==> src/rtl/bus_trace_capture.sv <==
// Bus trace capture: snoops CPU strobes into a circular history buffer and feeds
// one registered address/data entry to the display, live or browsed while frozen.

module btc_debounce #(
    parameter int CYCLES = 1000000
) (
    input  logic clk,
    input  logic rst_n,
    input  logic btn_raw,
    output logic press
);
    localparam int CW = (CYCLES < 2) ? 1 : $clog2(CYCLES + 1);

    logic          sync1_q, sync1_d;
    logic          sync2_q, sync2_d;
    logic          level_q, level_d;
    logic [CW-1:0] cnt_q, cnt_d;

    // The level only moves after CYCLES consecutive disagreeing samples; a
    // rising move is reported as a single-cycle press.
    always_comb begin
        sync1_d = btn_raw;
        sync2_d = sync1_q;
        level_d = level_q;
        cnt_d   = '0;
        press   = 1'b0;
        if (sync2_q != level_q) begin
            if (cnt_q == CW'(CYCLES - 1)) begin
                level_d = sync2_q;
                press   = sync2_q;
            end else begin
                cnt_d = cnt_q + 1'b1;
            end
        end
    end

    always_ff @(posedge clk or negedge rst_n) begin
        if (!rst_n) begin
            sync1_q <= 1'b0;
            sync2_q <= 1'b0;
            level_q <= 1'b0;
            cnt_q   <= '0;
        end else begin
            sync1_q <= sync1_d;
            sync2_q <= sync2_d;
            level_q <= level_d;
            cnt_q   <= cnt_d;
        end
    end
endmodule

module bus_trace_capture #(
    parameter int DEPTH           = 16,
    parameter int DEBOUNCE_CYCLES = 1000000,
    parameter int AW              = $clog2(DEPTH)
) (
    input  logic          clk,
    input  logic          rst_n,
    input  logic [15:0]   cpu_address,
    input  logic [7:0]    cpu_data,
    input  logic          cpu_we,
    input  logic          cpu_re,
    input  logic          btn_freeze,
    input  logic          btn_prev,
    input  logic          btn_next,
    output logic [15:0]   disp_address,
    output logic [7:0]    disp_data,
    output logic          disp_is_write,
    output logic          frozen,
    output logic          overrun,
    output logic [AW-1:0] trace_pos,
    output logic [AW:0]   trace_count
);
    typedef enum logic {LIVE, FROZEN} state_t;

    state_t        state_q, state_d;
    logic [AW-1:0] wr_ptr_q, wr_ptr_d;
    logic [AW:0]   count_q, count_d;
    logic [AW-1:0] pos_q, pos_d;
    logic          overrun_q, overrun_d;
    logic [24:0]   disp_q, disp_d;

    logic [24:0]   trace_mem [DEPTH];
    logic          freeze_press, prev_press, next_press;
    logic          valid, wr_en;
    logic [24:0]   new_entry;
    logic [AW-1:0] rd_idx;

    btc_debounce #(.CYCLES(DEBOUNCE_CYCLES)) u_db_freeze (
        .clk(clk), .rst_n(rst_n), .btn_raw(btn_freeze), .press(freeze_press));
    btc_debounce #(.CYCLES(DEBOUNCE_CYCLES)) u_db_prev (
        .clk(clk), .rst_n(rst_n), .btn_raw(btn_prev), .press(prev_press));
    btc_debounce #(.CYCLES(DEBOUNCE_CYCLES)) u_db_next (
        .clk(clk), .rst_n(rst_n), .btn_raw(btn_next), .press(next_press));

    assign valid     = cpu_we | cpu_re;
    assign new_entry = {cpu_address, cpu_data, cpu_we};
    assign rd_idx    = wr_ptr_q - AW'(1) - pos_q;

    always_comb begin
        state_d   = state_q;
        wr_ptr_d  = wr_ptr_q;
        count_d   = count_q;
        pos_d     = pos_q;
        overrun_d = overrun_q;
        wr_en     = 1'b0;
        unique case (state_q)
            LIVE: begin
                pos_d = '0;
                if (valid) begin
                    wr_en    = 1'b1;
                    wr_ptr_d = wr_ptr_q + 1'b1;
                    if (count_q != (AW+1)'(DEPTH))
                        count_d = count_q + 1'b1;
                end
                if (freeze_press)
                    state_d = FROZEN;
            end
            FROZEN: begin
                if (valid)
                    overrun_d = 1'b1;
                // Freeze outranks stepping; simultaneous prev+next cancel out.
                if (freeze_press) begin
                    state_d   = LIVE;
                    pos_d     = '0;
                    overrun_d = 1'b0;
                end else if (prev_press && !next_press) begin
                    if (({1'b0, pos_q} + 1'b1) < count_q)
                        pos_d = pos_q + 1'b1;
                end else if (next_press && !prev_press) begin
                    if (pos_q != '0)
                        pos_d = pos_q - 1'b1;
                end
            end
            default: state_d = LIVE;
        endcase

        // A fresh write bypasses the buffer so it shows on the very next cycle.
        if (wr_en)
            disp_d = new_entry;
        else if (count_q == '0)
            disp_d = '0;
        else
            disp_d = trace_mem[rd_idx];
    end

    always_ff @(posedge clk) begin
        if (wr_en)
            trace_mem[wr_ptr_q] <= new_entry;
    end

    always_ff @(posedge clk or negedge rst_n) begin
        if (!rst_n) begin
            state_q   <= LIVE;
            wr_ptr_q  <= '0;
            count_q   <= '0;
            pos_q     <= '0;
            overrun_q <= 1'b0;
            disp_q    <= '0;
        end else begin
            state_q   <= state_d;
            wr_ptr_q  <= wr_ptr_d;
            count_q   <= count_d;
            pos_q     <= pos_d;
            overrun_q <= overrun_d;
            disp_q    <= disp_d;
        end
    end

    assign disp_address  = disp_q[24:9];
    assign disp_data     = disp_q[8:1];
    assign disp_is_write = disp_q[0];
    assign frozen        = (state_q == FROZEN);
    assign overrun       = overrun_q;
    assign trace_pos     = pos_q;
    assign trace_count   = count_q;
endmodule

==> config.mk <==
export PLATFORM = sky130hd
export DESIGN_NAME = bus_trace_capture
export DESIGN_NICKNAME = d
export VERILOG_FILES = /design/src/rtl/bus_trace_capture.sv
export SDC_FILE = /design/constraint.sdc
export NUM_CORES = 1
export LEC_CHECK = 0
export ABC_AREA = 1
export CAP_MARGIN = 5
export CORE_UTILIZATION = 30
export CTS_CLUSTER_SIZE = 20
export DETAILED_ROUTE_END_ITERATION = 8
export GPL_ROUTABILITY_DRIVEN = 0
export GPL_TIMING_DRIVEN = 0
export PLACE_DENSITY = 0.47
export SKIP_CTS_REPAIR_TIMING = 1
export SLEW_MARGIN = 0
export SYNTH_ARGS = -nofsm -noshare
export SYNTH_HDL_FRONTEND = slang
export SYNTH_SLANG_ARGS = --single-unit
==> constraint.sdc <==
create_clock -name clk -period 4 [get_ports clk]
set_input_delay 1 -clock clk [delete_from_list [all_inputs] [get_ports clk]]
set_output_delay 1 -clock clk [all_outputs]
set_load 0.01 [all_outputs]
==> results.md, run 1 <==
* Io pins at 67
* WP data arrival at slightly below 4000 ps
* Syn avg cell area at 10.4 um2
* R2R Path End: disp_q[14]
* Clock Pin Slew Worst Setup and Hold Paths at 70 ps
* Sequential share of power at 34.6%
* P_leak at 9.95 nW
* Row count at 98
* Worst slew pin tran at between 900 and 1000 ps
* Register area at 0.0147 mm2
* Buf/Inv on CP at 3
* Starting Density at 30.3%
* Antenna cells at 0
* Largest family of logic cells by synthesized area: simple AND/OR/NAND/NOR gates
* Synth warn at 0
* CP max stage delay at 610 ps
* CTS Sinks at a little over 500
* Initial antenna violation count at 3
* Cell Count, Final, Fillers Out at 3,215
* Synth Cell Area at 0.0217 mm2
* MaxCap Viol Count at 0
* R2r setup slk at 650 ps
* First DRT Iteration DRCs at 1,064
* Setup violators final at 0
* Skew final at 60.1 ps
* Dpl hpwl at ~38,000 um
* NetSw at ~7.8 mW
* DR WL/cell at about 18 um
* Fraction of layout cells with a size suffix above 1 at 7.86%
* Pwr/cell area at 755 mW/mm2
* Adder-cell share of the synthesized area at under 10%
* Reg-to-reg critical path startpoint: trace_pos[0]
* Synth Net Count at 2,135
* FFs w/ async S/R, synth at 21.4%
* Worst skew pair latency at 640 ps
* GRT Total Usage at 15.7%
* Worst reg2reg path depth at 10
* Total power at 19.4 mW
* Mux contribution to synthesized area at 0%
* Crit-path max FO at 18
* Fillers at approximately 7,100
* Endpoint class of the critical path: flop
* Worst endpoint required time at between 4000 and 5000 ps
* Logic pwr share at around two fifths
* First-pass GRT wire length at ~88,000 um
* DRT antenna net count at 0
* Netlist cell types at 32
* Pint at 11.6 mW
* CP startpoint kind: primary input
* Area taken by multi-input logic gates at 0.00635 mm2
* # DRC at 0
* Max-slew headroom at 33.7%
* Total CTS buffers at 56
* Synth Flop Type: edfxtp_1
* DIE WIDTH at 271 um
* CTS Buffer Depth at 3
* Gr ovfl total at 0
* Count of input and output buffers at 66
* Hold Path Class: in -> async
* Unrepaired setup endpoints after global routing: no
* Status: completed
* Via count at between 10,000 and 15,000
* Final Cycle Share at 89.3%
* Vias in the first global route at 14,500
* Fin crit period at 3570 ps
* Largest net degree at the start of global routing at 63
* CTS root buf: clkbuf_16
* First-pass iteration count of the detailed router at 6
* Sw frac at roughly two fifths
* P&R area growth vs syn at 18.6%
* Mapped Cells at ~2,100
* DIE AREA at 0.0734 mm2
* Critical path's slowest cell: nor2_4
* Simple-Gate Fraction of Synth Area at a little under a quarter
* Peak supply drop at approximately 0.36 mV
* Core Box Area at 0.0715 mm2
* Placed cells at 3,108
* H-tree levels at 2
* Vias per std cell at 4.65
* Die H at roughly 270 um
* CP delay by family, top: simple AND/OR/NAND/NOR gates
* Routed WL at 57,900 um
* Layout Utilization at a little over a third
* Post-synth EDFFs at 400
* Synth Area in Compound Gates at 1.97%
* CP Class: in -> reg
* Clk pwr share at 26.1%
* Post-synthesis sequential area ratio at 68.0%
* Final-report hold violation count at 0
* Layout Nets at approximately 2,300
* CTS tree: yes
* Max Fclk at 280 MHz
* Max-slew violation count at 0
* Total Neg Setup Slack at 0 ps
* Critical Path, Cell by Cell: clkbuf_2, nor2_1, nor2_2, clkbuf_1, nand2_1, nor2_4, buf_16
* XOR/XNOR share of the synthesized area at 1.61%
* Post-synthesis register bit count at 509
==> routing by layer <==
layer | track usage (%) | vias to the layer above | part of all wire, %
met5 | 0 | - | 0.040
met4 | 4.24 | 4 | 2.2
li1 | - | 7248 | -
met3 | 2.52 | 81 | 4.8
met2 | 25.3 | 322 | 46
met1 | 21.8 | 7288 | 47
==> worst max-delay path by stage <==
stage	slack, ps	cells past startpoint	end	start
2_1_floorplan	850	5	trace_mem[0][0]	cpu_re
3_3_place_gp	-2810	1	disp_q[9]	rst_n
3_5_place_dp	-840	6	trace_mem[4][12]	cpu_we
4_1_cts	-210	6	trace_mem[4][1]	cpu_we
5_1_grt	300	7	trace_mem[8][0]	cpu_we
6_report	430	7	trace_mem[8][0]	cpu_we
==> synth_stat cells, drive strengths merged, types with 2 or more instances <==
master / count / area [um2]
nand4: 14 / 87.6
fa: 2 / 40.0
nor3: 17 / 95.1
ha: 22 / 275
dfrtp: 109 / 2730
xor2: 31 / 272
nor2: 149 / 567
clkbuf: 21 / 78.8
inv: 88 / 330
o22ai: 2 / 12.5
nor3b: 4 / 35.0
buf: 65 / 324
or2: 2 / 12.5
xnor2: 8 / 77.6
a21oi: 43 / 215
edfxtp: 400 / 12000
nand2: 805 / 3030
o21ai: 37 / 185
nand3: 258 / 1290
==> through the flow <==
step	setup WS [ps]	instance area (um2)	hold slack [ps]
6_report	428	25700	304
5_1_grt	296	25700	316
4_1_cts	-206	25700	287
3_5_place_dp	-839	23900	336
3_3_place_gp	-2810	23500	343
2_1_floorplan	854	21700	331
==> sequential cells by signal, summed over array words and instances, names as in the netlist, 4 cells and up <==
| register | count |
|---|---|
| trace_mem | 400 |
| u_db_prev.cnt_q | 20 |
| wr_ptr_q | 4 |
| u_db_next.cnt_q | 20 |
| trace_pos | 4 |
| trace_count | 5 |
| disp_q | 25 |
| u_db_freeze.cnt_q | 20 |
==> area by class of cell <==
class / count / area share, %
clock buffers: 82 / 6.06
inverters: 88 / 1.28
well taps: 950 / 4.62
multi-input cells: 1398 / 24.7
flip-flops and latches: 509 / 57.3
clock inverters: 24 / 0.939
repair buffers: 78 / 3.57
plain buffers: 86 / 1.57
==> cell families (layout without fill, tap and decap cells) <==
kind of cell,after synthesis,count (layout)
buf+inv,174,358
fa+ha+maj,24,24
compound gates,84,84
flops,509,509
simple gates,1250,1251
xor+xnor,39,39
==> cell usage in the layout, fill, tap and decap left out, types with 43 or more instances in the layout <==
master / Yosys / final
nand2_1: 802 / 802
clkbuf_16: 0 / 56
buf_2: 52 / 52
dfrtp_1: 109 / 109
inv_1: 86 / 86
nand3_1: 258 / 258
edfxtp_1: 400 / 400
nor2_1: 146 / 130
a21oi_1: 43 / 43
clkdlybuf4s50_1: 0 / 64
==> power by group through the flow <==
stage	Clock [mW]	Sequential [mW]	Combinational (mW)
6_report	5.06	6.71	7.64
5_1_grt	5.39	6.78	8.58
4_1_cts	5.19	6.72	7.77
3_5_place_dp	0	6.82	7.73
3_3_place_gp	0	6.85	7.49
2_1_floorplan	0	6.84	4.61
Power figures use the tool's default switching activity.
==> inputs of run 2 (changes only) <==
--- a/config.mk
+++ b/config.mk
@@ -13,6 +13,7 @@
 export GPL_ROUTABILITY_DRIVEN = 0
 export GPL_TIMING_DRIVEN = 0
 export PLACE_DENSITY = 0.47
+export RECOVER_POWER = 50
 export SKIP_CTS_REPAIR_TIMING = 1
 export SLEW_MARGIN = 0
 export SYNTH_ARGS = -nofsm -noshare
==> results.md, run 2 (same netlist as run 1, synthesis figures left out) <==
* Status: complete, but fails checks
* Violated checks: max-capacitance violations, max-slew violations
* MaxCap Viol Count at 1 (+1)
* P&R area growth vs syn at 18.5%
* Commonest cells after routing, fill and taps aside: 803 x nand2_1, 400 x edfxtp_1, 258 x nand3_1, 131 x nor2_1, 109 x dfrtp_1
* Max-slew headroom at -80.4% (-110 points)
* First-pass GRT wire length at 87,900 um (unchanged)
* Setup violators final at 0 (unchanged)
* PnR worst setup slack at 374 ps (-54.1 ps)
* Most common cell after layout, fill and taps aside: nand2_1
* Unrepaired setup endpoints after global routing: no
* Largest net degree at the start of global routing at 63 (unchanged)
* CP Class: in -> reg
* Starting Density at 30.3% (unchanged)
* Die H at 271 um (unchanged)
* GRT Total Usage at 15.7% (unchanged)
* Top Registers: trace_mem x400, disp_q x25
* Antenna cells at 0 (unchanged)
* Worst endpoint required time at 4290 ps (about the same)
* DIE WIDTH at 271 um (unchanged)
* Crit-path max FO at 18 (unchanged)
* H-tree levels at 2 (unchanged)
* First-pass iteration count of the detailed router at 7 (+1)
* Worst Hold Path Cells at 0
* Dpl hpwl at 38,300 um (unchanged)
* Vias in the first global route at 14,500 (unchanged)
* DP Worst Slack at -839 ps (unchanged)
* Top reg by flops: trace_mem
* Endpoint class of the critical path: flop
* CTS tree: yes
* Peak supply drop at 0.367 mV (+0.76%)
* Final-report hold violation count at 0 (unchanged)
* Clock Pin Slew Worst Setup and Hold Paths at 60 ps (about the same)
* Total Neg Setup Slack at 0 ps (unchanged)
* R2R Path End: disp_q[14]
* First DRT Iteration DRCs at 1,048 (-1.5%)
* Cell Count, Final, Fillers Out at 3,215 (unchanged)
* Max Fclk at 276 MHz (-1.5%)
* Routed WL at 57,900 um (about the same)
* R2r setup slk at 650 ps (about the same)
* CP startpoint kind: primary input
* WP data arrival at 3920 ps (+60 ps)
* DRT antenna net count at 0 (unchanged)
* CTS Sinks at 509 (unchanged)
* Core Box Area at 0.0715 mm2 (unchanged)
* Io pins at 67 (unchanged)
* DIE AREA at 0.0734 mm2 (unchanged)
* Max reg flops at 400 (unchanged)
* Reg-to-reg critical path startpoint: trace_pos[0]
* Hold Path Class: reg -> reg
* Pwr/cell area at 755 mW/mm2 (about the same)
* # DRC at 0 (unchanged)
* Skew final at 59.7 ps (-0.363 ps)
* Fin crit period at 3630 ps (+54.1 ps)
* Worst skew pair latency at 640 ps (about the same)
* Fillers at 7,113 (unchanged)
* Hold path start: u_db_prev.sync1_q
* CTS Buffer Depth at 3 (unchanged)
* Vias per std cell at 4.64 (-0.16%)
* Total CTS buffers at 56 (unchanged)
* CTS root buf: clkbuf_16
* P_leak at 9.95 nW (about the same)
* Count of input and output buffers at 66 (unchanged)
* Final Cycle Share at 90.7% (+1.4 points)
* Via count at 14,900 (-0.16%)
* Worst reg2reg path depth at 10 (unchanged)
* Row count at 98 (unchanged)
* DR WL/cell at 18.0 um (about the same)
* Gr ovfl total at 0 (unchanged)
* Min-Delay Endpoint: u_db_prev.sync2_q
* Worst slew pin tran at 2710 ps (+1710 ps)
* Initial antenna violation count at 3 (unchanged)
* Max-slew violation count at 48 (+48)
* Layout Nets at 2,272 (unchanged)
* Fraction of layout cells with a size suffix above 1 at 7.59% (-0.26 points)
* Placed cells at 3,108 (unchanged)
==> run 2: layout make-up <==
class                   instances  area (um2)  area share [%]
plain buffers                  86         403            1.57
clock inverters                24         241           0.940
inverters                      88         330            1.29
clock buffers                  82        1560            6.07
multi-input cells            1398        6330            24.6
flip-flops and latches        509       14700            57.3
well taps                     950        1190            4.62
repair buffers                 78         912            3.55
==> run 2: routing by layer <==
metal  track usage (%)  vias to the layer above  part of all wire [%]
met4              4.24                        4                   2.3
met5                 0                        -                 0.040
met3              2.52                       84                   4.8
met1              21.8                     7283                    47
met2              25.3                      306                    46
li1                  -                     7242                     -
==> run 2: stage by stage <==
step | area (um2) | utilization [%] | hold WS (ps) | power (mW)
floorplan | 21700 | - | 331 | 11.4
global placement | 23500 | 32.9 | 343 | 14.3
detailed placement | 23900 | 33.5 | 336 | 14.5
CTS | 25700 | 36.0 | 287 | 19.7
global route | 25700 | 36.0 | 372 | 20.7
finish | 25700 | 36.0 | 352 | 19.4
==> run 2: how the worst max path moves through the flow <==
stage	cells after the start	to	from	slack, ps
after CTS	6	trace_mem[4][1]	cpu_we	-210
after floorplan	5	trace_mem[0][0]	cpu_re	850
final	7	trace_mem[8][0]	cpu_we	370
after detailed placement	6	trace_mem[4][12]	cpu_we	-840
after global routing	7	trace_mem[8][0]	cpu_we	300
after global placement	1	disp_q[9]	rst_n	-2810
==> run 2: power breakdown <==
group / total [mW] / internal (mW) / leakage (nW) / switching, mW
registers: 6.71 / 6.49 / 5.05 / 0.219
clock network: 5.06 / 2.90 / 0.877 / 2.16
logic: 7.64 / 2.23 / 4.02 / 5.41
total: 19.4 / 11.6 / 9.95 / 7.79
==> run 2: worst max-delay path: stages <==
cell	delay (ps)
clkbuf_2	410
nor2_1	160
nor2_2	410
clkbuf_1	510
nand2_1	560
nor2_4	610
buf_16	230
